## src/rtl/lsu_sequencer_pkg.sv

```systemverilog
// Shared control-bus layout, access-size codes and sequencer state encoding
// for the memory-stage load/store sequencer.
package lsu_sequencer_pkg;

  localparam int CTRL_W       = 5;
  localparam int MEM_RD       = 0;
  localparam int MEM_WR       = 1;
  localparam int MEM_SIZE_LO  = 2;
  localparam int MEM_SIZE_HI  = 3;
  localparam int MEM_UNSIGNED = 4;

  localparam logic [1:0] MEM_BYTE = 2'd0;
  localparam logic [1:0] MEM_HALF = 2'd1;
  localparam logic [1:0] MEM_WORD = 2'd2;

  typedef enum logic [2:0] {
    ST_IDLE,
    ST_REQ0,
    ST_WAIT0,
    ST_REQ1,
    ST_WAIT1,
    ST_DONE
  } lsu_state_e;

endpackage

```

## src/rtl/lsu_sequencer_lane.sv

```systemverilog
// Per-slot combinational lane: byte enables, replicated store data, alignment
// check, and load lane extraction with sign/zero extension.
module lsu_lane
  import lsu_sequencer_pkg::*;
(
  input  logic [CTRL_W-1:0] ctrl,
  input  logic [31:0]       addr,
  input  logic [31:0]       store_data,
  input  logic [31:0]       ld_word,
  output logic              mem_op,
  output logic              is_store,
  output logic              misalign,
  output logic [3:0]        be,
  output logic [31:0]       wdata,
  output logic [31:0]       result
);

  logic       access;
  logic       bad_align;
  logic [1:0] size;
  logic [1:0] off;
  logic [31:0] lane;
  logic [31:0] ext;

  always_comb begin
    access    = ctrl[MEM_RD] | ctrl[MEM_WR];
    size      = ctrl[MEM_SIZE_HI:MEM_SIZE_LO];
    off       = addr[1:0];
    bad_align = 1'b0;
    be        = 4'b1111;
    wdata     = store_data;
    case (size)
      MEM_BYTE: begin
        be    = 4'b0001 << off;
        wdata = {4{store_data[7:0]}};
      end
      MEM_HALF: begin
        be        = 4'b0011 << off;
        wdata     = {2{store_data[15:0]}};
        bad_align = off[0];
      end
      default: bad_align = |off;
    endcase

    misalign = access & bad_align;
    mem_op   = access & ~bad_align;
    is_store = ctrl[MEM_WR];

    lane = ld_word >> {off, 3'b000};
    case (size)
      MEM_BYTE: ext = ctrl[MEM_UNSIGNED] ? {24'd0, lane[7:0]}  : {{24{lane[7]}}, lane[7:0]};
      MEM_HALF: ext = ctrl[MEM_UNSIGNED] ? {16'd0, lane[15:0]} : {{16{lane[15]}}, lane[15:0]};
      default:  ext = lane;
    endcase

    // Stores and suppressed (misaligned) accesses pass the ALU value through.
    result = (ctrl[MEM_RD] & ~ctrl[MEM_WR] & ~bad_align) ? ext : addr;
  end

endmodule

```

## src/rtl/lsu_sequencer.sv

```systemverilog
// Memory-stage sequencer: serves slot 0 then slot 1 through one single-port
// data memory, stalling the pipeline until the bundle's accesses complete.
//
// state | meaning
// IDLE  | new bundle visible; first pending op is requested directly from here
// REQ0  | slot 0 request held until accepted
// WAIT0 | slot 0 load waiting for read data
// REQ1  | slot 1 request held until accepted
// WAIT1 | slot 1 load waiting for read data
// DONE  | bundle complete, results stable until the backend advances
module lsu_sequencer
  import lsu_sequencer_pkg::*;
#(
  parameter int ADDR_W = 32
) (
  input  logic              clock_i,
  input  logic              reset_n_i,
  input  logic              backend_we_i,
  input  logic [CTRL_W-1:0] ctrl0_lsu_i,
  input  logic [CTRL_W-1:0] ctrl1_lsu_i,
  input  logic [31:0]       alu_0_lsu_i,
  input  logic [31:0]       alu_1_lsu_i,
  input  logic [31:0]       store_data_0_i,
  input  logic [31:0]       store_data_1_i,
  output logic              mem_stall_o,
  output logic [31:0]       result_0_o,
  output logic [31:0]       result_1_o,
  output logic              misalign_0_o,
  output logic              misalign_1_o,
  output logic              dmem_req_o,
  output logic              dmem_we_o,
  output logic [ADDR_W-1:0] dmem_addr_o,
  output logic [3:0]        dmem_be_o,
  output logic [31:0]       dmem_wdata_o,
  input  logic              dmem_ready_i,
  input  logic              dmem_rvalid_i,
  input  logic [31:0]       dmem_rdata_i
);

  lsu_state_e  state;
  lsu_state_e  after_0;
  logic [31:0] ld_data_0, ld_data_1;
  logic        mem_0, mem_1, st_0, st_1;
  logic [3:0]  be_0, be_1;
  logic [31:0] wdata_0, wdata_1;
  logic        sel_1;
  logic        req_active;
  logic [31:0] addr_sel;

  lsu_lane u_lane_0 (
    .ctrl       (ctrl0_lsu_i),
    .addr       (alu_0_lsu_i),
    .store_data (store_data_0_i),
    .ld_word    (ld_data_0),
    .mem_op     (mem_0),
    .is_store   (st_0),
    .misalign   (misalign_0_o),
    .be         (be_0),
    .wdata      (wdata_0),
    .result     (result_0_o)
  );

  lsu_lane u_lane_1 (
    .ctrl       (ctrl1_lsu_i),
    .addr       (alu_1_lsu_i),
    .store_data (store_data_1_i),
    .ld_word    (ld_data_1),
    .mem_op     (mem_1),
    .is_store   (st_1),
    .misalign   (misalign_1_o),
    .be         (be_1),
    .wdata      (wdata_1),
    .result     (result_1_o)
  );

  // IDLE doubles as the first request cycle so a bundle never pays an
  // extra evaluation cycle of stall.
  always_comb begin
    after_0      = mem_1 ? ST_REQ1 : ST_DONE;
    sel_1        = (state == ST_REQ1) || ((state == ST_IDLE) && !mem_0);
    req_active   = (state == ST_REQ0) || (state == ST_REQ1) ||
                   ((state == ST_IDLE) && (mem_0 || mem_1));
    dmem_req_o   = reset_n_i && req_active;
    addr_sel     = sel_1 ? alu_1_lsu_i : alu_0_lsu_i;
    dmem_addr_o  = ADDR_W'({addr_sel[31:2], 2'b00});
    dmem_be_o    = sel_1 ? be_1 : be_0;
    dmem_wdata_o = sel_1 ? wdata_1 : wdata_0;
    dmem_we_o    = sel_1 ? st_1 : st_0;
    mem_stall_o  = (state == ST_IDLE) ? (mem_0 || mem_1) : (state != ST_DONE);
  end

  always_ff @(posedge clock_i) begin
    if (!reset_n_i) begin
      state     <= ST_IDLE;
      ld_data_0 <= '0;
      ld_data_1 <= '0;
    end else begin
      case (state)
        ST_IDLE: begin
          if (mem_0) begin
            if (dmem_ready_i) state <= st_0 ? after_0 : ST_WAIT0;
            else              state <= ST_REQ0;
          end else if (mem_1) begin
            if (dmem_ready_i) state <= st_1 ? ST_DONE : ST_WAIT1;
            else              state <= ST_REQ1;
          end
        end
        ST_REQ0: begin
          if (dmem_ready_i) state <= st_0 ? after_0 : ST_WAIT0;
        end
        ST_WAIT0: begin
          if (dmem_rvalid_i) begin
            ld_data_0 <= dmem_rdata_i;
            state     <= after_0;
          end
        end
        ST_REQ1: begin
          if (dmem_ready_i) state <= st_1 ? ST_DONE : ST_WAIT1;
        end
        ST_WAIT1: begin
          if (dmem_rvalid_i) begin
            ld_data_1 <= dmem_rdata_i;
            state     <= ST_DONE;
          end
        end
        ST_DONE: begin
          if (backend_we_i) state <= ST_IDLE;
        end
        default: state <= ST_IDLE;
      endcase
    end
  end

endmodule

```

## config.mk

```make
export PLATFORM = sky130hd
export DESIGN_NAME = lsu_sequencer
export DESIGN_NICKNAME = d
export VERILOG_FILES = /design/src/rtl/lsu_sequencer_pkg.sv /design/src/rtl/lsu_sequencer_lane.sv /design/src/rtl/lsu_sequencer.sv
export SDC_FILE = /design/constraint.sdc
export NUM_CORES = 1
export LEC_CHECK = 0
export CAP_MARGIN = 20
export CELL_PAD_IN_SITES_DETAIL_PLACEMENT = 1
export CELL_PAD_IN_SITES_GLOBAL_PLACEMENT = 2
export CORE_UTILIZATION = 21
export CTS_BUF_LIST = sky130_fd_sc_hd__clkbuf_8
export CTS_CLUSTER_SIZE = 10
export DETAILED_ROUTE_END_ITERATION = 8
export GPL_ROUTABILITY_DRIVEN = 0
export GPL_TIMING_DRIVEN = 0
export MAX_ROUTING_LAYER = met4
export PLACE_DENSITY = 0.8
export REMOVE_ABC_BUFFERS = 1
export SLEW_MARGIN = 10
export SYNTH_ARGS = -nofsm -noshare
export SYNTH_HDL_FRONTEND = slang
export SYNTH_SLANG_ARGS = --single-unit
```

## constraint.sdc

```tcl
create_clock -name clock_i -period 2.61 [get_ports clock_i]
set_input_delay 0.522 -clock clock_i [delete_from_list [all_inputs] [get_ports clock_i]]
set_output_delay 0.522 -clock clock_i [all_outputs]
set_load 0.005 [all_outputs]
```

# Yosys cells after proc, flatten, opt, wreduce, memory -nomap -nowiden
# Cells that the tools add are included.
dict set report totals {
  output_inout_bits 137
  input_bits 175
  wordCells 85
  register_bits 67
}
dict set report op_classes {
  reduce_logical 16
  eq_ne 14
  n_mux 32
  shifts 6
  bitwise 14
}
# cell count
set ops {}
lappend ops {{32-bit 2-to-1 mux} 8}
lappend ops {{32-bit case mux with 2 select lines} 4}
lappend ops {{32-bit by 5-bit right shift with 32-bit output} 2}
lappend ops {{3-bit 2-to-1 mux} 11}
lappend ops {{3-bit case mux with 6 select lines} 1}
lappend ops {{4-bit case mux with 2 select lines} 2}
lappend ops {{2-bit inequality test, second input constant} 5}
lappend ops {{1-bit bitwise AND} 8}
lappend ops {{1-bit by 2-bit << shifter with 4-bit output, first input constant} 2}
lappend ops {{2-bit by 2-bit << shifter with 4-bit output, first input constant} 2}
lappend ops {{3-bit by 2-bit == test with 1-bit output, second input constant} 2}
lappend ops {{3-bit == test, second input constant} 2}
lappend ops {{3-bit inequality test, second input constant} 2}
lappend ops {{6-bit AND reduction} 1}
lappend ops {{2-bit by 1-bit == test with 1-bit output, second input constant} 2}
lappend ops {{2-bit logical NOT} 2}
lappend ops {{1-bit logical OR} 4}
lappend ops {{4-bit 2-to-1 mux} 1}
lappend ops {{1-bit NOT} 4}
lappend ops {{1-bit case mux with 2 select lines} 2}
lappend ops {{2-bit AND reduction} 2}
lappend ops {{2-bit OR reduction} 2}
lappend ops {{3-bit by 1-bit == test with 1-bit output, second input constant} 1}
lappend ops {{1-bit logical AND} 3}
lappend ops {{other kinds (4)} 7}

# Longest topological paths before layout
# Gate-level depths: netlist of run 1.
dict set report depth {
  ltp_word 9
  depth_mapped 9
}

# Modules after synthesis
# Synthesis of run 1 repeated with hierarchy kept, for this count alone.
dict set report unflattened {
  hier_cells 917
  area_unflattened_um2 6642.6
}
# module cells_each instances area_per_inst_um2 seq_area_each_um2
set modules_own_cells {}
lappend modules_own_cells {lsu_sequencer 417 1 3712.3 1341.3}
lappend modules_own_cells {lsu_lane 250 2 1465.2 0.0}

# Worst setup path after synthesis of run 1
# Ideal clock, no wire load.
dict set report synth_timing {
  kind {input to output}
  startpoint {in alu_1_lsu_i[0]}
  endpoint {out result_1_o[16]}
  slack_ps 164
  cell_stages 6
  t_required_ps 2088
  path_buffers 1
  t_arrival_ps 1924
  path_cell_list {buf_2 -> mux4_2 -> and3b_1 -> a31oi_1 -> nand2_1 -> o22a_1}
}
dict set report synth_between {
  elab_chain_cells 5
  word_cells_on_any_way 9
}
# item line_no
set synth_lines {}
lappend synth_lines {{start, declared} lsu_sequencer.sv:22} ;# input logic [31:0] alu_1_lsu_i,
lappend synth_lines {{parallel branches: the longest is 4 deep, another holds 32-bit by 5-bit right shift with 32-bit output} --}
lappend synth_lines {{32-bit 2-to-1 mux *} lsu_sequencer_lane.sv:57} ;# result = (ctrl[MEM_RD] & ~ctrl[MEM_WR] & ~bad_align) ? ext : addr;
lappend synth_lines {{end, declared} lsu_sequencer.sv:27} ;# output logic [31:0] result_1_o,
# Every way passes the cells marked *.

# Worst setup path in the final report of run 1
dict set report layout_timing {
  startpoint {in alu_0_lsu_i[0]}
  endpoint {out result_0_o[26]}
}
dict set report layout_between {
  elab_chain_cells 5
  word_cells_on_any_way 9
}
# item line_no
set layout_lines {}
lappend layout_lines {{start, declared} lsu_sequencer.sv:21} ;# input logic [31:0] alu_0_lsu_i,
lappend layout_lines {{parallel branches: the longest is 4 deep, another holds 32-bit by 5-bit right shift with 32-bit output} --}
lappend layout_lines {{32-bit 2-to-1 mux *} lsu_sequencer_lane.sv:57}
lappend layout_lines {{end, declared} lsu_sequencer.sv:26} ;# output logic [31:0] result_0_o,
# Marked as above.

==> results.tsv, run 1 <==
stage	metric	value	unit
layout	layout cells sized above 1	0.3485	
sta	Max Clock Freq	349.7	MHz
routing	TritonRoute pass-1 iters	4	
setup_path	CP Launch Type	input port	
yosys	Syn Inst Count	892	
yosys	Synth Cell Area	0.006108	mm^2
setup_path	r2r startpoint	state[0]	
min_path	hold path cells	2	
placement	Placed Cells incl. Taps	1516	
sta	Max-slew headroom	0.4678	
global_routing	GRT Total Usage	0.2710	
routing	Via density	5.039	
cts	clock sink total	67	
routing	DRC	0	
die	row cnt	62	
sta	RSZ-0062 raised after global routing	yes	
cts	clock buffer depth	2	
setup_path	kind of critical path	input port to output pin	
die	width of the die	172.6	um
setup_path	Worst R2R End	ld_data_0[22]	
min_path	Min-Delay Path Class	register to register	
global_routing	initial antenna violation count	1	
layout	Fillers	3320	
sta	Slew Limit Fails	0	
power	static leakage	0.004793	uW
yosys	Yosys Warn Count	0	
yosys	Synth Flop Type	dfxtp_1	
status	status	finished with violations	
setup_path	reg2reg setup slack	0.62	ns
yosys	synth top area cells	dfxtp_1, nand2_1, mux2i_1	
sta	fin crit share	1.096	
min_path	worst hold path startpoint	ld_data_0[7]	
yosys	share of the synthesized area in the top cell type	0.2196	
yosys	cell with the most instances after synthesis	nand2_1	
yosys	Seq/Total Area, Yosys	0.2196	
setup_path	Worst Path Required	2.09	ns
routing	antenna-violating nets left	0	
sta	min cycle time layout	2.860	ns
routing	routed len/inst	24.38	um
yosys	synthesis-stage register bit count	67	
sta	worst setup margin	-0.2499	ns
cts	clk_lat worst skew	0.36	ns
sta	Setup violations, final	101	
cts	clock root buffer	clkbuf_8	
global_routing	global-route wire length before repair	58020	um
die	I/O Pins	312	
yosys	synth unique cells	51	
layout	area growth from synthesis to final layout	93.28	%
sta	skew final	0.01468	ns
yosys	synth cell count leaders	nand2_1, dfxtp_1, a21boi_0	
die	Core Region	0.02863	mm^2
status	failing checks	negative setup slack	
cts	CTS hold repair buffers	0	
power	Pwr Density	670.5	mW/mm^2
global_routing	vias in the first global route	8903	
die	chip height	172.6	um
placement	PortBufs	309	
power	maximum VDD drop	237.7	uV
layout	Finished Layout Cells	1662	
setup_path	Critical Path AT	2.34	ns
placement	Post-DP HPWL	24570	um
routing	DR vias	8374	
yosys	cell taking the most area after synthesis	dfxtp_1	
layout	Layout Nets	1447	
min_path	Worst Hold Path EP	ld_data_0[7]	
global_routing	grt ovf	0	
global_routing	pin count of the biggest net entering global routing	48	
power	Tot Pwr	7916	uW
placement	pre-CTS WS	-2.987	ns
yosys	Post-synth EDFFs	0	
yosys	asr flop ratio synth	0	
die	initial core utilization	0.2134	
routing	wirelength, routed	40520	um
sta	Worst Tran Pin Value	0.7983	ns
setup_path	Crit. End Element	output pin	
routing	DRT iter0 DRCs	359	
cts	clock slew at reported path FFs	0.07	ns
cts	CTS Buf Count	9	
yosys	Post-Syn Area per Cell	6.848	um^2
sta	final hold vios	0	
die	die area	0.02977	mm^2
setup_path	FF-to-FF path depth	5	
flow_run	Max Cap Viol	0	
setup_path	crit-path max FO	7	
cts	Max H-tree Level	3	
cts	CTS tree	built	
metrics by stage:
stage                     hold slack [ns]  setup TNS (ns)  cell area (um^2)    util
after floorplan                    0.4386          -94.86              5733       -
after global placement             0.4536         -630.12              9306  0.3251
after detailed placement           0.4571         -270.49              9577  0.3346
after CTS                          0.4676          -11.75             11640  0.4068
after global routing               0.4963          -17.22             11810  0.4124
final                              0.4665          -11.63             11810  0.4124
power by group:
group	total, uW	switching, uW	internal, uW
clock	1130	470	663
sequential	1310	158	1160
combinational	5470	2450	3020
logic make-up after synthesis:
kind of cell / count (synthesis) / synth area share
AOI/OAI and AO/OA: 232 / 0.2466
xor gates and xnor gates: 1 / 0.001434
buffers and inverters: 85 / 0.06391
other: 1 / 0.0006139
muxes: 105 / 0.1860
DFF: 67 / 0.2196
and+or+nand+nor: 401 / 0.2819
timing repair:
action	in CTS	in global routing
setup endpoints to repair	138	124
gates cloned	17	4
buffers inserted	98	19
pin swaps	50	20
resized for setup	642	103
placed cells by master (no fill, tap or decap), types with 19 or more instances in the layout:
cell type          n
buf_4             51
nor2_1            51
buf_12            21
o21ai_0           21
buf_2             76
clkdlybuf4s50_1  165
dfxtp_1           61
mux2i_1           54
a21boi_0          64
mux2_2            41
clkbuf_2          27
nand3_2           19
buf_6             54
nand2_1          239
a21oi_1           43
state kept, by name, summed over array words and instances (netlist names):
| register | count |
|---|---|
| ld_data_0 | 32 |
| ld_data_1 | 32 |
| state | 3 |
cell type report:
cell class / instances / area (um^2) / area share
flip-flops and latches: 67 / 1354 / 0.1147
diodes: 1 / 2.502 / 0.0002120
well taps: 384 / 480.5 / 0.04070
repair buffers: 448 / 4662 / 0.3949
clock buffers: 10 / 137.6 / 0.01166
multi-input cells: 743 / 5044 / 0.4272
clock inverters: 6 / 111.4 / 0.009432
inverters: 3 / 15.01 / 0.001272
critical path: stages:
cell and delay (ns):
buf_16 0.11, buf_12 0.14, mux4_2 0.38, mux2i_4 0.10, or4_4 0.64, buf_12 0.18
buf_6 0.11, nand3_2 0.04, buf_2 0.11
worst max-delay path by stage:
stage                        to  depth (start not counted)  slack, ns            from
2_1_floorplan   dmem_addr_o[10]                          4      -1.37  ctrl0_lsu_i[2]
3_3_place_gp   dmem_wdata_o[30]                          6      -5.76  alu_0_lsu_i[0]
3_5_place_dp     result_1_o[10]                          8      -2.99  ctrl1_lsu_i[3]
4_1_cts          result_0_o[26]                          9      -0.24  alu_0_lsu_i[0]
5_1_grt          dmem_addr_o[7]                         10      -0.26  alu_0_lsu_i[0]
6_report         result_0_o[26]                          9      -0.25  alu_0_lsu_i[0]
layer usage:
layer | routed length [um] | vias to the layer above | GRT usage
li1 | - | 3876 | -
met1 | 16520 | 4071 | 0.3059
met2 | 20370 | 378 | 0.4740
met3 | 2696 | 49 | 0.05827
met4 | 934 | 0 | 0.08519
met5 | 0 | - | -
Power figures use the tool's default switching activity.
==> run 2: changes to the inputs <==
--- a/config.mk
+++ b/config.mk
@@ -10,7 +10,7 @@
 export CELL_PAD_IN_SITES_GLOBAL_PLACEMENT = 2
 export CORE_UTILIZATION = 21
 export CTS_BUF_LIST = sky130_fd_sc_hd__clkbuf_8
-export CTS_CLUSTER_SIZE = 10
+export CTS_CLUSTER_SIZE = 12
 export DETAILED_ROUTE_END_ITERATION = 8
 export GPL_ROUTABILITY_DRIVEN = 0
 export GPL_TIMING_DRIVEN = 0
==> results of run 2 <==
The final DEF is identical to that of run 1; final timing and power are the same.
